**src/rtl/multicycle_ctrl.sv**
```systemverilog
// -----------------------------------------------------------------------------
// multicycle_ctrl
//
// Control FSM for a multi-cycle MIPS datapath. One instruction is in flight at
// a time. The FSM sequences fetch, decode, execute, memory and write-back
// around a shared register file, ALU and a single memory port. It stalls on
// memReady while a memory access is outstanding.
//
// Ports
//   clk        system clock, all state updates on posedge
//   rst        synchronous, active-high reset
//   run        allow fetch of the next instruction (sampled in S_IF only)
//   opcode     instruction[31:26] from the instruction register
//   funct      instruction[5:0] from the instruction register
//   zero       ALU zero flag, meaningful in S_BR
//   memReady   memory/IO access completes this cycle
//   irWrite    load instruction register
//   pcWrite    load PC
//   pcSrc      00 PC+4, 01 branch target, 10 jump target, 11 rs (jr)
//   aluSrc     0 readData2, 1 extendedImm
//   aluOpSel   00 add, 01 sub, 10 use funct, 11 use opcode
//   memRead    data memory read strobe
//   memWrite   data memory write strobe
//   regWrite   register-file write enable
//   regDst     1 rd, 0 rt
//   jal        write link address to $31
//   memToReg   1 memData, 0 aluResult
//   illegalOp  one-cycle pulse in decode on an unsupported opcode
//   instrDone  one-cycle pulse when an instruction retires
//   retired    retired-instruction count, wraps modulo 2^CNT_WIDTH
//   stateOut   current state encoding (debug)
// -----------------------------------------------------------------------------
module multicycle_ctrl #(
   parameter int CNT_WIDTH = 32
) (
   input  logic                 clk,
   input  logic                 rst,
   input  logic                 run,
   input  logic [5:0]           opcode,
   input  logic [5:0]           funct,
   input  logic                 zero,
   input  logic                 memReady,
   output logic                 irWrite,
   output logic                 pcWrite,
   output logic [1:0]           pcSrc,
   output logic                 aluSrc,
   output logic [1:0]           aluOpSel,
   output logic                 memRead,
   output logic                 memWrite,
   output logic                 regWrite,
   output logic                 regDst,
   output logic                 jal,
   output logic                 memToReg,
   output logic                 illegalOp,
   output logic                 instrDone,
   output logic [CNT_WIDTH-1:0] retired,
   output logic [3:0]           stateOut
);

   typedef enum logic [3:0] {
      S_IF  = 4'd0,
      S_ID  = 4'd1,
      S_EXA = 4'd2,
      S_MRD = 4'd3,
      S_MWR = 4'd4,
      S_WBM = 4'd5,
      S_EXR = 4'd6,
      S_WBR = 4'd7,
      S_BR  = 4'd8,
      S_J   = 4'd9,
      S_JAL = 4'd10,
      S_JR  = 4'd11
   } state_e;

   localparam logic [5:0] OP_RTYPE = 6'b000000;
   localparam logic [5:0] OP_J     = 6'b000010;
   localparam logic [5:0] OP_JAL   = 6'b000011;
   localparam logic [5:0] OP_BEQ   = 6'b000100;
   localparam logic [5:0] OP_BNE   = 6'b000101;
   localparam logic [5:0] OP_LW    = 6'b100011;
   localparam logic [5:0] OP_SW    = 6'b101011;
   localparam logic [5:0] FN_JR    = 6'b001000;

   state_e                 state_q, state_d;
   logic [5:0]             opc_q, opc_d;
   logic [5:0]             funct_q, funct_d;
   logic [CNT_WIDTH-1:0]   retired_q, retired_d;

   // Decode of the live IR fields, used only while in S_ID.
   state_e                 id_next;
   logic                   id_legal;

   // Decode of the fields latched in S_ID, used by all later states.
   logic                   rtype_q;
   logic                   beq_q;

   // jr never reaches S_EXR/S_WBR, so the funct qualifier only tightens the
   // R-type decode; the I-ALU group is everything else that lands there.
   assign rtype_q = (opc_q == OP_RTYPE) && (funct_q != FN_JR);
   assign beq_q   = (opc_q == OP_BEQ);

   // ---------------------------------------------------------------------------
   // State register
   // ---------------------------------------------------------------------------
   // NOTE: sequential state uses non-blocking assignments so every register
   // samples the pre-edge value of its neighbours, independent of block order.
   always_ff @(posedge clk) begin
      if (rst) begin
         state_q   <= S_IF;
         opc_q     <= '0;
         funct_q   <= '0;
         retired_q <= '0;
      end else begin
         state_q   <= state_d;
         opc_q     <= opc_d;
         funct_q   <= funct_d;
         retired_q <= retired_d;
      end
   end

   // ---------------------------------------------------------------------------
   // Opcode dispatch for S_ID
   // ---------------------------------------------------------------------------
   always_comb begin
      // NOTE: every variable gets a default before the case so no path leaves
      // it unassigned, which would otherwise infer a latch.
      id_next  = S_IF;
      id_legal = 1'b1;
      casez (opcode)
         OP_RTYPE:      id_next = (funct == FN_JR) ? S_JR : S_EXR;
         OP_LW, OP_SW:  id_next = S_EXA;
         6'b001???:     id_next = S_EXR;   // I-ALU group 001000..001111
         OP_BEQ, OP_BNE: id_next = S_BR;
         OP_J:          id_next = S_J;
         OP_JAL:        id_next = S_JAL;
         default:       id_legal = 1'b0;
      endcase
   end

   // ---------------------------------------------------------------------------
   // Next-state logic
   // ---------------------------------------------------------------------------
   always_comb begin
      state_d = state_q;
      opc_d   = opc_q;
      funct_d = funct_q;
      case (state_q)
         S_IF:  if (run) state_d = S_ID;
         S_ID: begin
            opc_d   = opcode;
            funct_d = funct;
            state_d = id_next;
         end
         S_EXA: state_d = (opc_q == OP_SW) ? S_MWR : S_MRD;
         S_MRD: if (memReady) state_d = S_WBM;
         S_MWR: if (memReady) state_d = S_IF;
         S_EXR: state_d = S_WBR;
         default: state_d = S_IF;   // S_WBM, S_WBR, S_BR, S_J, S_JAL, S_JR
      endcase
   end

   // ---------------------------------------------------------------------------
   // Output decode
   // ---------------------------------------------------------------------------
   // Outputs are forced low while rst is high so a reset landing on an
   // outstanding access never issues a strobe, even in its first cycle.
   always_comb begin
      irWrite   = 1'b0;
      pcWrite   = 1'b0;
      pcSrc     = 2'b00;
      aluSrc    = 1'b0;
      aluOpSel  = 2'b00;
      memRead   = 1'b0;
      memWrite  = 1'b0;
      regWrite  = 1'b0;
      regDst    = 1'b0;
      jal       = 1'b0;
      memToReg  = 1'b0;
      illegalOp = 1'b0;
      instrDone = 1'b0;
      if (!rst) begin
         case (state_q)
            S_IF: begin
               irWrite = run;
               pcWrite = run;
            end
            S_ID:  illegalOp = !id_legal;
            S_EXA: aluSrc = 1'b1;
            S_MRD: memRead = 1'b1;
            S_MWR: begin
               memWrite  = 1'b1;
               instrDone = memReady;
            end
            S_WBM: begin
               regWrite  = 1'b1;
               memToReg  = 1'b1;
               instrDone = 1'b1;
            end
            S_EXR: begin
               aluSrc   = !rtype_q;
               aluOpSel = rtype_q ? 2'b10 : 2'b11;
            end
            S_WBR: begin
               regWrite  = 1'b1;
               regDst    = rtype_q;
               instrDone = 1'b1;
            end
            S_BR: begin
               aluOpSel  = 2'b01;
               pcSrc     = 2'b01;
               pcWrite   = beq_q ? zero : !zero;   // only beq/bne reach S_BR
               instrDone = 1'b1;
            end
            S_J: begin
               pcWrite   = 1'b1;
               pcSrc     = 2'b10;
               instrDone = 1'b1;
            end
            S_JAL: begin
               pcWrite   = 1'b1;
               pcSrc     = 2'b10;
               regWrite  = 1'b1;
               jal       = 1'b1;
               instrDone = 1'b1;
            end
            S_JR: begin
               pcWrite   = 1'b1;
               pcSrc     = 2'b11;
               instrDone = 1'b1;
            end
            default: ;
         endcase
      end
   end

   assign retired_d = instrDone ? retired_q + CNT_WIDTH'(1) : retired_q;
   assign retired   = retired_q;
   assign stateOut  = state_q;

endmodule

```
**config.mk**
```make
export PLATFORM = sky130hd
export DESIGN_NAME = multicycle_ctrl
export DESIGN_NICKNAME = d
export VERILOG_FILES = /design/src/rtl/multicycle_ctrl.sv
export SDC_FILE = /design/constraint.sdc
export NUM_CORES = 1
export LEC_CHECK = 0
export CORE_AREA = 2 2 94 96
export DETAILED_ROUTE_END_ITERATION = 10
export DIE_AREA = 0 0 96 98
export SKIP_LAST_GASP = 1
export SLEW_MARGIN = 20
export SYNTH_ARGS = -nofsm -noshare
export SYNTH_HDL_FRONTEND = slang
export SYNTH_SLANG_ARGS = --single-unit
export TNS_END_PERCENT = 20
```
**constraint.sdc**
```tcl
create_clock -name clk -period 2.7 [get_ports clk]
set_clock_uncertainty 0.1 [all_clocks]
set_input_delay 0.27 -clock clk [delete_from_list [all_inputs] [get_ports clk]]
set_output_delay 0.27 -clock clk [all_outputs]
set_load 0.01 [all_outputs]
```
# [Yosys cells after proc, flatten, opt, wreduce, memory -nomap -nowiden]
# Index checks and enable logic that the tools add are counted.
[classes] n_addsub=1 eq_ne=25 mux=36 reduce_logical=15
[ops] cell="one-hot mux 4 bit (6 select lines)" count=2
[ops] cell="adder 32 x 1 -> 32 bit (second input constant)" count=1
[ops] cell="2-to-1 mux 1 bit" count=22
[ops] cell="equality test 6 x 3 -> 1 bit (second input constant)" count=3
[ops] cell="equality test 6 bit (second input constant)" count=3
[ops] cell="equality test 4 x 3 -> 1 bit (second input constant)" count=4
[ops] cell="equality test 4 bit (second input constant)" count=4
[ops] cell="2-to-1 mux 4 bit" count=4
[ops] cell="equality test 6 x 2 -> 1 bit (second input constant)" count=2
[ops] cell="zero test 6 bit" count=2
[ops] cell="equality test 4 x 2 -> 1 bit (second input constant)" count=2
[ops] cell="OR reduction 8 bit" count=1
[ops] cell="equality test 6 x 4 -> 1 bit (second input constant)" count=1
[ops] cell="!= test 2 bit (second input constant)" count=3
[ops] cell="!= test 6 x 4 -> 1 bit (second input constant)" count=1
[ops] cell="one-hot mux 2 bit (3 select lines)" count=1
[ops] cell="OR reduction 2 bit" count=3
[ops] cell="OR reduction 3 bit" count=2
[ops] cell="OR reduction 6 bit" count=1
[ops] cell="equality test 4 x 1 -> 1 bit (second input constant)" count=1
[ops] cell="zero test 4 bit" count=1
[ops] cell="2-to-1 mux 2 bit" count=2
[ops] cell="one-hot mux 1 bit (2 select lines)" count=2
[ops] cell="one-hot mux 2 bit (2 select lines)" count=1
[ops] cell="6 further kinds" count=8
[totals] reg_bits=48 in_bits=17 out_inout_bits=51 word_cells=81

# [Depth between registers and ports, before layout]
[logic_depth] depth_word=6 depth_mapped=7 ltp_nobuf=6

# [Worst setup path after synthesis]
# No wires, ideal clock.
[synth_path] path_kind="register to output" start="register state_q[2], in the netlist stateOut[2]" end="output port illegalOp" t_arrival_ns=1.577 t_required_ns=2.330 slack_ns=0.753 stages_incl_launch_ff=6 n_path_buf=3 path_cell_list="dfxtp_1 -> buf_6 -> or4b_1 -> buf_2 -> clkbuf_1 -> nor3_1"
[synth_via] elab_chain_cells=3
[synth_lines] item="start, declared" line_no="84" text="state_e state_q, state_d;"
[synth_lines] item="start signal, assigned" line_no="114" text="state_q <= state_d;"
[synth_lines] item="equality test 4 x 1 -> 1 bit" line_no="182" text="case (state_q)"
[synth_lines] item="2-to-1 mux 1 bit" line_no="182"
[synth_lines] item="2-to-1 mux 1 bit" line_no="181" text="if (!rst) begin"
[synth_lines] item="end, declared" line_no="54" text="output logic illegalOp,"
# No other way between the ends.

# [Final worst setup path]
[layout_path] start="register opc_q[0]" end="output port pcWrite"
[layout_via] elab_chain_cells=4
[layout_lines] item="start, declared" line_no="85" text="logic [5:0] opc_q, opc_d;"
[layout_lines] item="start signal, assigned" line_no="115" text="opc_q <= opc_d;"
[layout_lines] item="equality test 6 x 3 -> 1 bit" line_no="100" text="assign beq_q = (opc_q == OP_BEQ);"
[layout_lines] item="2-to-1 mux 1 bit" line_no="211" text="pcWrite = beq_q ? zero : !zero;"
[layout_lines] item="one-hot mux 1 bit (3 select lines)" line_no="182"
[layout_lines] item="2-to-1 mux 1 bit" line_no="181"
[layout_lines] item="end, declared" line_no="44" text="output logic pcWrite,"
# No other way between the ends.

==> flow_summary.yaml <==
outcome:
  status: "finished, final reports clean"
sta:
  fin_crit_sh: 0.9794
  fmax_mhz: 378.2
  hold_violations: 0
  setup_viol: 0
  min_period_ps: 2644
  slew_headroom: 0.5778
  rsz0062_at_grt: "yes"
  holdWs_ps: 298.5
  slew_viol_final: 0
  worst_pin_slew_ps: 628.1
clocking:
  worstSkewPairLatency_ps: 300
  cts_max_level: 2
  cts.sinks: 48
  clockBufferDepth: 2
  cts.root.buffer_cell: "clkbuf_8"
  numCtsBuffers: 5
  cts.reportedPaths.clkPinSlew_ps: 90
  cts_tree: "built"
  ctsHoldBuffers: 0
power_and_ir_drop:
  max-vdd-ir-drop_mv: 0.1871
  power-per-cell-area_nw_per_um2: 387.7
  p_leak_nw: 1.208
critical_path:
  crit_path_start_kind: "flip-flop"
  cp_top_family: "simple AND/OR/NAND/NOR gates"
  cp.arrival_ps: 2270
  crit_type: "flip-flop to primary output"
  cp_slowest_cell: "clkdlybuf4s50_1"
  cp_max_fo: 3
  slowest_delay_ps: 560
  cp-end-kind: "primary output"
  cp.required_ps: 2330
  path_buf_inv: 1
  path_cells: "or4_1 > nor2_1 > nand2_1 > xnor2_1 > a31oi_1 > clkdlybuf4s50_1"
global_route:
  grt_pass1_wl_mm: 10.36
  gr-usage-met3: 0.03549
  grt_max_degree: 35
  grt_pass1_vias: 2210
  overflow: 0
  grt_util_met2: 0.2292
  antenna_found_initial: 0
  grt_usage: 0.1359
  grt_use_met1: 0.1707
  busiest_layer: "met2"
synth:
  syn_area_um2: 2549
  ys_seq_area_frac: 0.3770
  synth_top_cell_area_share: 0.3770
  syn_inst: 315
  synth.largest_area_cell: "dfxtp_1"
  synthesis.nets: 333
  synth-edff-count: 0
  syn_avg_cell_area_um2: 8.091
  netlist_top_cells_area: "dfxtp_1 (38%), xor2_1 (6.2%), nor2_1 (6.0%)"
  ys.flop_type: "dfxtp_1"
  netlist-cell-type-count: 55
  ys_ff_latch: 48
  ys_async_sr_fraction: 0
  synth_warnings: 0
floorplanning:
  io_pins: 68
  rows: 34
  initial_core_util: 0.3011
  die_height_um: 98
  core_area_um2: 8466
  design.die.area_um2: 9408
  die_x_um: 96
detailed_routing:
  final_antenna_net_count: 0
  wire_per_inst_um: 12.88
  dr.pass1.iters: 4
  vias: 2425
  drt-total-wl_mm: 6.336
  drc: 0
  drt_iter0_markers: 85
  via_per_inst: 4.929
min_path:
  holdCritPathClass: "input port to flip-flop"
final_layout:
  nets: 401
  num_antenna_cells: 0
  synthToLayoutAreaGrowth_pct: 35.59
  drive_above_1_share: 0.08594
  final_area_um2: 3456
place:
  post_dp_cell_area_um2: 3353
  portBuffers: 67
  dp_hpwl_mm: 4.739
  gp_congestion: 0.8113
job:
  max_cap_viol_count: 0
==> registers in the layout (all words and copies together) (netlist names) <==
| register | cells |
|---|---|
| stateOut | 4 |
| funct_q | 6 |
| opc_q | 6 |
| retired | 32 |
==> worst register-to-register path: cells and delay by family, from the launching register on <==
family                 cells  cell delay [ps]
DFF                        1              630
buffers and inverters      1              220
AOI/OAI and AO/OA          2              320
and+or+nand+nor            3              980
==> metal layers <==
metal / vias to the layer above / routed length (µm)
met5: - / 0
li1: 1238 / -
met4: 0 / 80
met1: 1132 / 2862
met2: 47 / 3084
met3: 8 / 309
==> metrics by stage <==
stage                     instances  setup TNS (ps)  power, mW  setup WS (ps)    util
after floorplan                 315               0     0.8357          753.0       -
after global placement          484               0     0.8997          234.4  0.3961
after detailed placement        484               0     0.9010          187.0  0.3961
after CTS                       492               0      1.358          36.28  0.4079
after global routing            492          -199.7      1.411         -108.1  0.4082
final                           492               0      1.340          55.74  0.4082
==> worst paths after layout <==
path | cells past startpoint | start | endpoint | slack, ps
worst max-delay path | 6 | opc_q[0]$_SDFFE_PP0P_ | pcWrite | 60
worst min-delay path | 2 | rst | retired[6]$_SDFFE_PP0P_ | 300
worst max register to register | 6 | stateOut[0]$_SDFFE_PP0P_ | stateOut[0]$_SDFFE_PP0P_ | 400
worst min register to register | 2 | funct_q[1]$_SDFFE_PP0P_ | funct_q[1]$_SDFFE_PP0P_ | 360
==> cell type report <==
cell class | instances | area (µm²)
Inverter | 8 | 30.03
Timing Repair Buffer | 78 | 750.7
Fill cell | 879 | 5010
Sequential cell | 48 | 960.9
Clock inverter | 1 | 7.507
Clock buffer | 7 | 86.33
Tap cell | 108 | 135.1
Multi-Input combinational cell | 242 | 1485
==> placed cells by master (no fill, tap or decap), drive strengths merged, types with 7 or more instances in the layout <==
| cell | n |
|---|---|
| a21oi | 22 |
| and3 | 9 |
| buf | 12 |
| clkbuf | 7 |
| clkdlybuf4s50 | 65 |
| dfxtp | 48 |
| inv | 8 |
| nand2 | 40 |
| nand3 | 9 |
| nand4 | 15 |
| nor2 | 41 |
| nor2b | 7 |
| nor3 | 10 |
| o21ai | 7 |
| xnor2 | 10 |
| xor2 | 18 |
==> cells by family after synthesis <==
logic type               after synthesis  share of synthesized area
AO/OA/AOI/OAI                         47                     0.1257
buffers and inverters                 25                    0.04271
AND/OR/NAND/NOR                      165                     0.3495
XOR/XNOR                              28                    0.09622
adder cells (fa/ha/maj)                1                   0.004908
multiplexers                           1                   0.003928
flip-flops                            48                     0.3770
==> cells in the mapped netlist (7+ instances only) <==
cell,instances
inv_1,8
nor2b_1,7
dfxtp_1,48
nand4_1,15
clkbuf_1,11
nor2_1,41
nor3_1,9
nand2_1,40
a21oi_1,22
xnor2_1,10
nand3_1,7
and3_1,9
xor2_1,18
o21ai_0,7
==> where the power goes <==
| group | switching [mW] | internal (mW) |
|---|---|---|
| Sequential | 0.0137 | 0.721 |
| Clock | 0.246 | 0.209 |
| Combinational | 0.0831 | 0.0680 |
==> timing repair <==
item | 4_1_cts | 5_1_grt
setup buffers | 0 | 0
gates cloned | 0 | 0
resized for setup | 2 | 1
endpoints found under the hold margin | 0 | 0
setup endpoints to repair | 1 | 4
(Power assumes the default switching activity.)
